### config.mk
export PLATFORM = sky130hd
export DESIGN_NAME = munoc_wdata_downsizer_scheduler
export DESIGN_NICKNAME = d
export VERILOG_FILES = /design/src/rtl/munoc_wdata_downsizer_scheduler.sv
export SDC_FILE = /design/constraint.sdc
export NUM_CORES = 1
export LEC_CHECK = 0
export ABC_AREA = 1
export CAP_MARGIN = 10
export CORE_AREA = 5 5 171 173
export DETAILED_ROUTE_END_ITERATION = 8
export DIE_AREA = 0 0 176 178
export PLACE_DENSITY_LB_ADDON = 0.12
export SYNTH_ARGS = -nofsm -noshare
export SYNTH_HDL_FRONTEND = slang
export SYNTH_SLANG_ARGS = --single-unit
### constraint.sdc
create_clock -name clk -period 3.4 [get_ports clk]
set_clock_uncertainty 0.15 [all_clocks]
set_input_delay 0.34 -clock clk [delete_from_list [all_inputs] [get_ports clk]]
set_output_delay 0.34 -clock clk [all_outputs]
set_load 0.05 [all_outputs]
### src/rtl/munoc_wdata_downsizer_scheduler.sv
// Shares one write-data downsizer among NUM_MASTER AXI write masters: AW requests are
// round-robin granted, their burst contexts queued in order, and W bursts replayed in that order.
module munoc_wdata_downsizer_scheduler #(
  parameter  int NUM_MASTER  = 4,
  parameter  int BW_ADDR     = 32,
  parameter  int BW_DATA     = 32,
  parameter  int ORDER_DEPTH = 4,
  parameter  int BW_OFFSET   = 7,
  localparam int BW_ID       = (NUM_MASTER > 1) ? $clog2(NUM_MASTER) : 1,
  localparam int BW_STRB     = BW_DATA / 8
) (
  input  logic                          clk,
  input  logic                          rstnn,
  input  logic [NUM_MASTER-1:0]         rxawvalid,
  output logic [NUM_MASTER-1:0]         rxawready,
  input  logic [NUM_MASTER*BW_ADDR-1:0] rxawaddr,
  input  logic [NUM_MASTER*8-1:0]       rxawlen,
  input  logic [NUM_MASTER*3-1:0]       rxawsize,
  input  logic [NUM_MASTER-1:0]         rxwvalid,
  output logic [NUM_MASTER-1:0]         rxwready,
  input  logic [NUM_MASTER*BW_DATA-1:0] rxwdata,
  input  logic [NUM_MASTER*BW_STRB-1:0] rxwstrb,
  input  logic [NUM_MASTER-1:0]         rxwlast,
  output logic                          txawvalid,
  input  logic                          txawready,
  output logic [BW_ADDR-1:0]            txawaddr,
  output logic [7:0]                    txawlen,
  output logic [2:0]                    txawsize,
  output logic [BW_ID-1:0]              txawid,
  output logic                          ds_init,
  output logic [2:0]                    ds_size,
  output logic [BW_OFFSET-1:0]          ds_offset,
  output logic [7:0]                    ds_len,
  output logic                          txwvalid,
  input  logic                          txwready,
  output logic [BW_DATA-1:0]            txwdata,
  output logic [BW_STRB-1:0]            txwstrb,
  output logic                          txwlast,
  output logic                          busy
);

  localparam int BW_PTR = $clog2(ORDER_DEPTH);
  localparam logic [BW_PTR:0] DEPTH_C = ORDER_DEPTH[BW_PTR:0];
  localparam logic [BW_PTR:0] ONE_C   = {{BW_PTR{1'b0}}, 1'b1};

  typedef enum logic [1:0] {W_IDLE, W_LOAD, W_DATA} w_state_e;

  typedef struct packed {
    logic [BW_ID-1:0]     idx;
    logic [2:0]           size;
    logic [BW_OFFSET-1:0] offset;
    logic [7:0]           len;
  } ctx_t;

  logic [BW_ADDR-1:0] aw_addr [NUM_MASTER];
  logic [7:0]         aw_len  [NUM_MASTER];
  logic [2:0]         aw_size [NUM_MASTER];
  logic [BW_DATA-1:0] w_data  [NUM_MASTER];
  logic [BW_STRB-1:0] w_strb  [NUM_MASTER];

  logic [BW_ID-1:0]  rr_q, rr_d, rr_grant, grant, lock_idx_q;
  logic              lock_q, lock_d, any_valid, req_valid, aw_hs;
  logic [BW_PTR:0]   wr_q, rd_q, count;
  logic [BW_PTR-1:0] rd_idx, rd_idx_nxt;
  logic              fifo_empty, fifo_full, push, pop;
  ctx_t              fifo_q [ORDER_DEPTH];
  ctx_t              push_ctx, ctx_q, ctx_d;
  w_state_e          state_q, state_d;

  always_comb begin
    for (int i = 0; i < NUM_MASTER; i++) begin
      aw_addr[i] = rxawaddr[i*BW_ADDR +: BW_ADDR];
      aw_len[i]  = rxawlen[i*8 +: 8];
      aw_size[i] = rxawsize[i*3 +: 3];
      w_data[i]  = rxwdata[i*BW_DATA +: BW_DATA];
      w_strb[i]  = rxwstrb[i*BW_STRB +: BW_STRB];
    end
  end

  assign count      = wr_q - rd_q;
  assign fifo_empty = (wr_q == rd_q);
  assign fifo_full  = (count == DEPTH_C);
  assign rd_idx     = rd_q[BW_PTR-1:0];
  assign rd_idx_nxt = rd_idx + BW_PTR'(1);

  // Scanning from the far end down lets the candidate closest to rr_q win last.
  always_comb begin
    logic [BW_ID-1:0] cand;
    cand      = '0;
    rr_grant  = rr_q;
    any_valid = 1'b0;
    for (int k = NUM_MASTER - 1; k >= 0; k--) begin
      cand = BW_ID'((int'(rr_q) + k) % NUM_MASTER);
      if (rxawvalid[cand]) begin
        rr_grant  = cand;
        any_valid = 1'b1;
      end
    end
  end

  assign grant     = lock_q ? lock_idx_q : rr_grant;
  assign req_valid = lock_q ? rxawvalid[lock_idx_q] : any_valid;
  assign txawvalid = rstnn && !fifo_full && req_valid;
  assign aw_hs     = txawvalid && txawready;
  assign push      = aw_hs;
  assign lock_d    = txawvalid && !txawready;

  // NOTE: every signal driven here gets a default first, so no latch is inferred.
  always_comb begin
    rxawready = '0;
    txawaddr  = '0;
    txawlen   = '0;
    txawsize  = '0;
    txawid    = '0;
    rr_d      = rr_q;
    if (txawvalid) begin
      txawaddr = aw_addr[grant];
      txawlen  = aw_len[grant];
      txawsize = aw_size[grant];
      txawid   = grant;
    end
    if (aw_hs) begin
      rxawready[grant] = 1'b1;
      rr_d = (grant == BW_ID'(NUM_MASTER - 1)) ? '0 : grant + BW_ID'(1);
    end
  end

  assign push_ctx = '{idx:    grant,
                      size:   aw_size[grant],
                      offset: aw_addr[grant][BW_OFFSET-1:0],
                      len:    aw_len[grant]};

  always_comb begin
    state_d  = state_q;
    ctx_d    = ctx_q;
    pop      = 1'b0;
    ds_init  = 1'b0;
    txwvalid = 1'b0;
    txwdata  = '0;
    txwstrb  = '0;
    txwlast  = 1'b0;
    rxwready = '0;
    unique case (state_q)
      W_IDLE: begin
        if (!fifo_empty) begin
          state_d = W_LOAD;
          ctx_d   = fifo_q[rd_idx];
        end
      end
      W_LOAD: begin
        ds_init = 1'b1;
        state_d = W_DATA;
      end
      W_DATA: begin
        txwvalid            = rxwvalid[ctx_q.idx];
        txwdata             = w_data[ctx_q.idx];
        txwstrb             = w_strb[ctx_q.idx];
        txwlast             = rxwlast[ctx_q.idx];
        rxwready[ctx_q.idx] = txwready;
        if (txwvalid && txwready && txwlast) begin
          pop = 1'b1;
          // Occupancy is taken at cycle start: an entry pushed this cycle is not yet visible.
          if (count != ONE_C) begin
            state_d = W_LOAD;
            ctx_d   = fifo_q[rd_idx_nxt];
          end else begin
            state_d = W_IDLE;
          end
        end
      end
      default: state_d = W_IDLE;
    endcase
  end

  assign ds_size   = ctx_q.size;
  assign ds_offset = ctx_q.offset;
  assign ds_len    = ctx_q.len;
  assign busy      = !fifo_empty || (state_q != W_IDLE);

  // NOTE: registers take non-blocking assignments so every flop samples pre-edge values.
  always_ff @(posedge clk) begin
    if (!rstnn) begin
      rr_q       <= '0;
      lock_q     <= 1'b0;
      lock_idx_q <= '0;
      wr_q       <= '0;
      rd_q       <= '0;
      state_q    <= W_IDLE;
      ctx_q      <= '0;
    end else begin
      rr_q       <= rr_d;
      lock_q     <= lock_d;
      lock_idx_q <= grant;
      state_q    <= state_d;
      ctx_q      <= ctx_d;
      if (push) wr_q <= wr_q + ONE_C;
      if (pop)  rd_q <= rd_q + ONE_C;
    end
  end

  // NOTE: context storage has no reset; the pointers alone decide which entries are valid.
  always_ff @(posedge clk) begin
    if (push) fifo_q[wr_q[BW_PTR-1:0]] <= push_ctx;
  end

endmodule

## Word level (Yosys, flattened, before mapping)

Memory sizes are Yosys's and may differ from the RTL's. A register that Yosys moved wholly into a read port is not among the register bits.
Index checks and enable logic that the tools add are counted.

| word-level totals | value |
|---|---|
| flip-flop bits (word level) | 33 |
| memory bits (writable) | 80 |
| input port bits | 332 |
| memories | 1 |

Memories:

| memory | depth | width | read ports | clocked after Yosys merged registers in | write ports | line | RTL |
|---|---|---|---|---|---|---|---|
| fifo_q | 4 | 20 | 2 | 1 | 1 | 66 | `ctx_t fifo_q [ORDER_DEPTH];` |

| cells by class | value |
|---|---|
| add/sub/neg operators | 8 |
| order comparisons | 11 |
| equal/unequal tests | 9 |
| muxes and demuxes | 69 |
| bitwise logic cells | 3 |
| reductions and logical operators | 17 |

Operators by type and width:

| cell | count |
|---|---|
| two-way mux 32 bit | 6 |
| binary-select mux 32 bit (select 2 bit) | 2 |
| two-way mux 20 bit | 3 |
| one-hot mux 20 bit (2 select lines) | 1 |
| two-way mux 8 bit | 3 |
| two-way mux 1 bit | 22 |
| two-way mux 2 bit | 11 |
| < comparator 2 x 3 -> 1 bit, second input constant | 7 |
| two-way mux 4 bit | 5 |
| binary-select mux 8 bit (select 2 bit) | 1 |
| binary-select mux 1 bit (select 2 bit) | 7 |
| two-way mux 3 bit | 3 |
| binary-select mux 4 bit (select 2 bit) | 1 |
| logical AND 1 bit | 8 |
| adder 2 x 1 -> 2 bit, second input constant | 3 |
| adder 3 x 1 -> 3 bit, second input constant | 2 |
| binary-select mux 3 bit (select 2 bit) | 1 |
| >= comparator 3 bit, second input constant | 2 |
| inequality test 2 bit, second input constant | 3 |
| inverter 2 -> 3 bit | 2 |
| one-hot mux 2 bit (3 select lines) | 1 |
| adder 2 bit, second input constant | 2 |
| bitwise AND 4 bit | 1 |
| demux 1 bit (select 2 bit) | 2 |
| 13 further kinds | 18 |

## Longest topological paths before layout

| logic depth | value |
|---|---|
| depth after elaboration | 13 |
| mapped depth | 18 |

## Worst setup path after synthesis

OpenSTA, ideal clock, no wires.

| timing path | value |
|---|---|
| kind | reg-to-reg |
| start point | register wr_q[0] |
| end point | memory fifo_q[0][0] in the netlist's numbering, enable pin |
| setup time | 0.397 ns |
| arrival | 2.691 ns |
| path slack | 0.162 ns |
| cell stages (with the launch flop) | 10 |
| path buffers | 1 |
| clock period less this slack | 3.238 ns |
| cell sequence | dfxtp_1 -> inv_1 -> ha_1 -> fa_1 -> xor2_1 -> o21ai_0 -> nor2_1 -> nand3_1 -> buf_2 -> nor2_1 |

| between the ends | value |
|---|---|
| word-level cells in the longest chain between the ends | 8 |

RTL lines:

| item | line | RTL |
|---|---|---|
| start: declaration | 63 | `logic [BW_PTR:0] wr_q, rd_q, count;` |
| start signal: assignment | 196 | `if (push) wr_q <= wr_q + ONE_C;` |
| subtractor 3 bit | 80 | `assign count = wr_q - rd_q;` |
| == test 3 bit | 82 | `assign fifo_full = (count == DEPTH_C);` |
| zero test 1 bit | 103 | `assign txawvalid = rstnn && !fifo_full && req_valid;` |
| logical AND 1 bit (2 in series) | 103 |  |
| logical AND 1 bit | 104 | `assign aw_hs = txawvalid && txawready;` |
| two-way mux 1 bit | 203 | `if (push) fifo_q[wr_q[BW_PTR-1:0]] <= push_ctx;` |
| two-way mux 1 bit (implied by the code) | 203 |  |
| end: declaration | 66 |  |

Several ways; a longest one is shown, not always the timed one.

## Worst setup path in the final report

| timing path | value |
|---|---|
| start point | register wr_q[0] |
| end point | output txawaddr[29] |

| between the ends | value |
|---|---|
| word-level cells in the longest chain between the ends | 6 |

RTL lines:

| item | line | RTL |
|---|---|---|
| subtractor 3 bit | 80 |  |
| == test 3 bit | 82 |  |
| zero test 1 bit | 103 |  |
| logical AND 1 bit (2 in series) | 103 |  |
| two-way mux 32 bit | 116 | `if (txawvalid) begin` |
| end: declaration | 26 | `output logic [BW_ADDR-1:0] txawaddr,` |

No other way between the ends.

==> flow_metrics.py <==
metrics = {
    "power": {
        "p_leak_nw": 6.19,
        "power_mw": 9.83,
        "internal-power_mw": 5.37,
        "p_switching_mw": 4.46,
        "vdd_drop_max_mv": 0.442,
        "combPwrFrac_pct": 63.3,
        "p_per_area_nw_per_um2": 646,
        "p_sw_share_pct": 45.4,
        "clkPwrFrac_pct": 17.5,
        "seqPwrFrac_pct": 19.3,
    },
    "drt": {
        "route.detailed.drc": 0,
        "viasPerCell": 5.04,
        "drtIter0Drc": 454,
        "wl_per_cell_um": 18.6,
        "dr.pass1.iters": 5,
        "via_count": 9981,
        "wirelength_um": 36900,
        "antenna_left": 0,
    },
    "critical_path": {
        "endpoint_kind": "output pin",
        "rr_startpoint": "wr_q[0]",
        "worst_ep_arrival_time_ns": 2.74,
        "worst_setup_path_start_kind": "flip-flop",
        "critical_path_class": "reg2out",
        "rr_worst_depth": 9,
        "cp.required_ns": 2.91,
        "cp-startpoint": "wr_q[0]",
        "cp_max_fo": 15,
    },
    "run": {
        "maxCapViolCount": 0,
    },
    "logic_synthesis": {
        "yosysWarnings": 0,
        "ys_seq_elements": 115,
        "synth_edf_count": 80,
        "synth_seq_area_share_pct": 34.1,
        "synthCells": 1232,
        "synthDistinctLibCells": 40,
        "syn_avg_cell_area_um2": 7.39,
        "synth_area_um2": 9110,
        "synth_fp_nets": 1576,
        "synthFlopType": "edfxtp_1",
        "synthArstFlopShare_pct": 0,
    },
    "worst_hold_path": {
        "hold_class": "reg2reg",
        "worstHoldStart": "wr_q[0]",
        "hold_depth": 2,
    },
    "floorplanning": {
        "coreArea_um2": 27500,
        "die-height_um": 178,
        "die_x_um": 176,
        "ios": 444,
        "core.rowCount": 61,
        "dieArea_um2": 31300,
        "initial_core_util_pct": 33.1,
    },
    "sta": {
        "fmax_ghz": 0.310,
        "drv_slew": 0,
        "min_period_over_period_pct": 94.9,
        "max_slew_margin_pct": 39.4,
        "setup_viol": 0,
        "hold_slack_ns": 0.337,
        "rsz0062_at_grt": "no",
        "max_slew.worst_pin.slew_ns": 0.909,
        "hold_viol": 0,
        "min_period_ns": 3.23,
        "setup_tns_ns": 0,
    },
    "cts": {
        "htree_levels": 4,
        "clock_sinks": 115,
        "clk_path_buf_depth": 2,
        "root_buffer": "clkbuf_16",
        "path_clk_slew_ns": 0.05,
        "cts_tree": "yes",
        "clock_latency_ns": 0.41,
        "cts_buffers": 17,
    },
    "finish": {
        "final_layout_size_suffix_gt1_share_pct": 18.7,
        "syn2layout_area_growth_pct": 67.3,
        "final_common_cell": "clkdlybuf4s50_1",
        "utilization_pct": 55.4,
        "mostFrequentLayoutCells": "clkdlybuf4s50_1, nand2_1, nand3_1, inv_1, buf_12",
        "nNetsFinal": 1966,
    },
    "place": {
        "io_buffers": 443,
        "post-dp-hpwl_um": 28700,
        "gp_congestion": 0.858,
    },
    "grt": {
        "gr-usage-met2_pct": 42.4,
        "grt_pass1_vias": 9965,
        "overflow": 0,
        "use_met1_pct": 25.3,
        "grt_start_max_net_pins": 63,
        "grt_pass1_wl_um": 56000,
        "antenna_found_initial": 0,
        "top_usage_layer": "met2",
        "gr-usage-met3_pct": 6.06,
        "grt_usage_pct": 22.6,
    },
    "run_status": {
        "status": "complete, no violations",
    },
}
synth_stat cells, types with 40 or more instances:
library cell	number	area share [%]
edfxtp_1	80	26
nor2_1	61	2.5
o21ai_0	64	3.5
a21oi_1	91	5.0
o211ai_1	40	3.3
inv_1	111	4.6
clkbuf_1	45	1.9
nand2_1	236	9.7
nand3_1	114	6.3
or2_1	53	3.6
a22oi_1	72	5.9
nand2_2	55	3.8
power by group through the flow:
stage          logic, mW  registers [mW]  clock network [mW]
6_report            6.22            1.89                1.72
5_1_grt             6.65            1.92                1.82
4_1_cts             6.26            1.90                1.75
3_5_place_dp        6.22            1.92                   0
3_3_place_gp        6.19            1.91                   0
2_1_floorplan       3.79            1.89                   0
area by class of cell:
cell class / instances / area (um^2)
antenna: 1 / 2.50
clock buffer: 24 / 513
clock inverter: 8 / 71.3
fill: 2508 / 12200
inverter: 119 / 454
multi-input combinational: 892 / 4940
sequential: 115 / 3110
tap: 346 / 433
timing repair buffer: 477 / 5710
stage by stage:
| stage | cells | area (um^2) | worst slack (ns) |
|---|---|---|---|
| final | 1982 | 15200 | 0.173 |
| after global routing | 1981 | 15200 | 0.00882 |
| after CTS | 1981 | 15200 | 0.0373 |
| after detailed placement | 1946 | 14600 | 0.229 |
| after global placement | 1946 | 14600 | 0.262 |
| after floorplan | 1232 | 9110 | 0.162 |
timing repair:
action | in CTS | in global routing
gates cloned | 0 | 0
buffers inserted | 3 | 0
gates resized for setup | 1 | 13
hold buffers | 0 | 0
endpoints found under the setup margin | 31 | 49
pin swaps | 2 | 2
worst paths after layout:
path,endpoint,slack [ns]
min,wr_q[0],0.34
max reg2reg,fifo_q[0][5],0.62
max,txawaddr[29],0.17
min reg2reg,wr_q[0],0.34
sequential cells by signal (all words and copies together) (netlist names), named ones only:
signal      count
ctx_q           2
ds_len          8
ds_offset       7
ds_size         3
fifo_q         80
lock_idx_q      2
lock_q          1
rd_q            3
rr_q            2
state_q         2
wr_q            3
worst max-delay path, stage by stage, from the launching register on:
cell	delay, ns
dfxtp_2	0.35
inv_1	0.09
ha_1	0.21
fa_1	0.37
xor2_1	0.23
o21ai_1	0.12
nor2_2	0.15
nand2_2	0.13
nor2_4	0.12
buf_12	0.15
nand3_1	0.08
nand2_1	0.16
buf_12	0.16
cells by family after synthesis:
| group | Yosys count | share of synthesized area (%) |
|---|---|---|
| XOR/XNOR | 3 | 0.289 |
| AO/OA/AOI/OAI | 287 | 19.5 |
| flip-flops | 115 | 34.1 |
| adder cells (fa/ha/maj) | 12 | 1.73 |
| buffers and inverters | 225 | 12.0 |
| AND/OR/NAND/NOR | 590 | 32.4 |
routing by layer:
layer  wire, um  vias to the layer above
met5          0                        -
met4        742                        0
met3       3100                       46
met2      19100                      441
met1      14000                     4566
li1           -                     4928
Power figures use the tool's default switching activity.
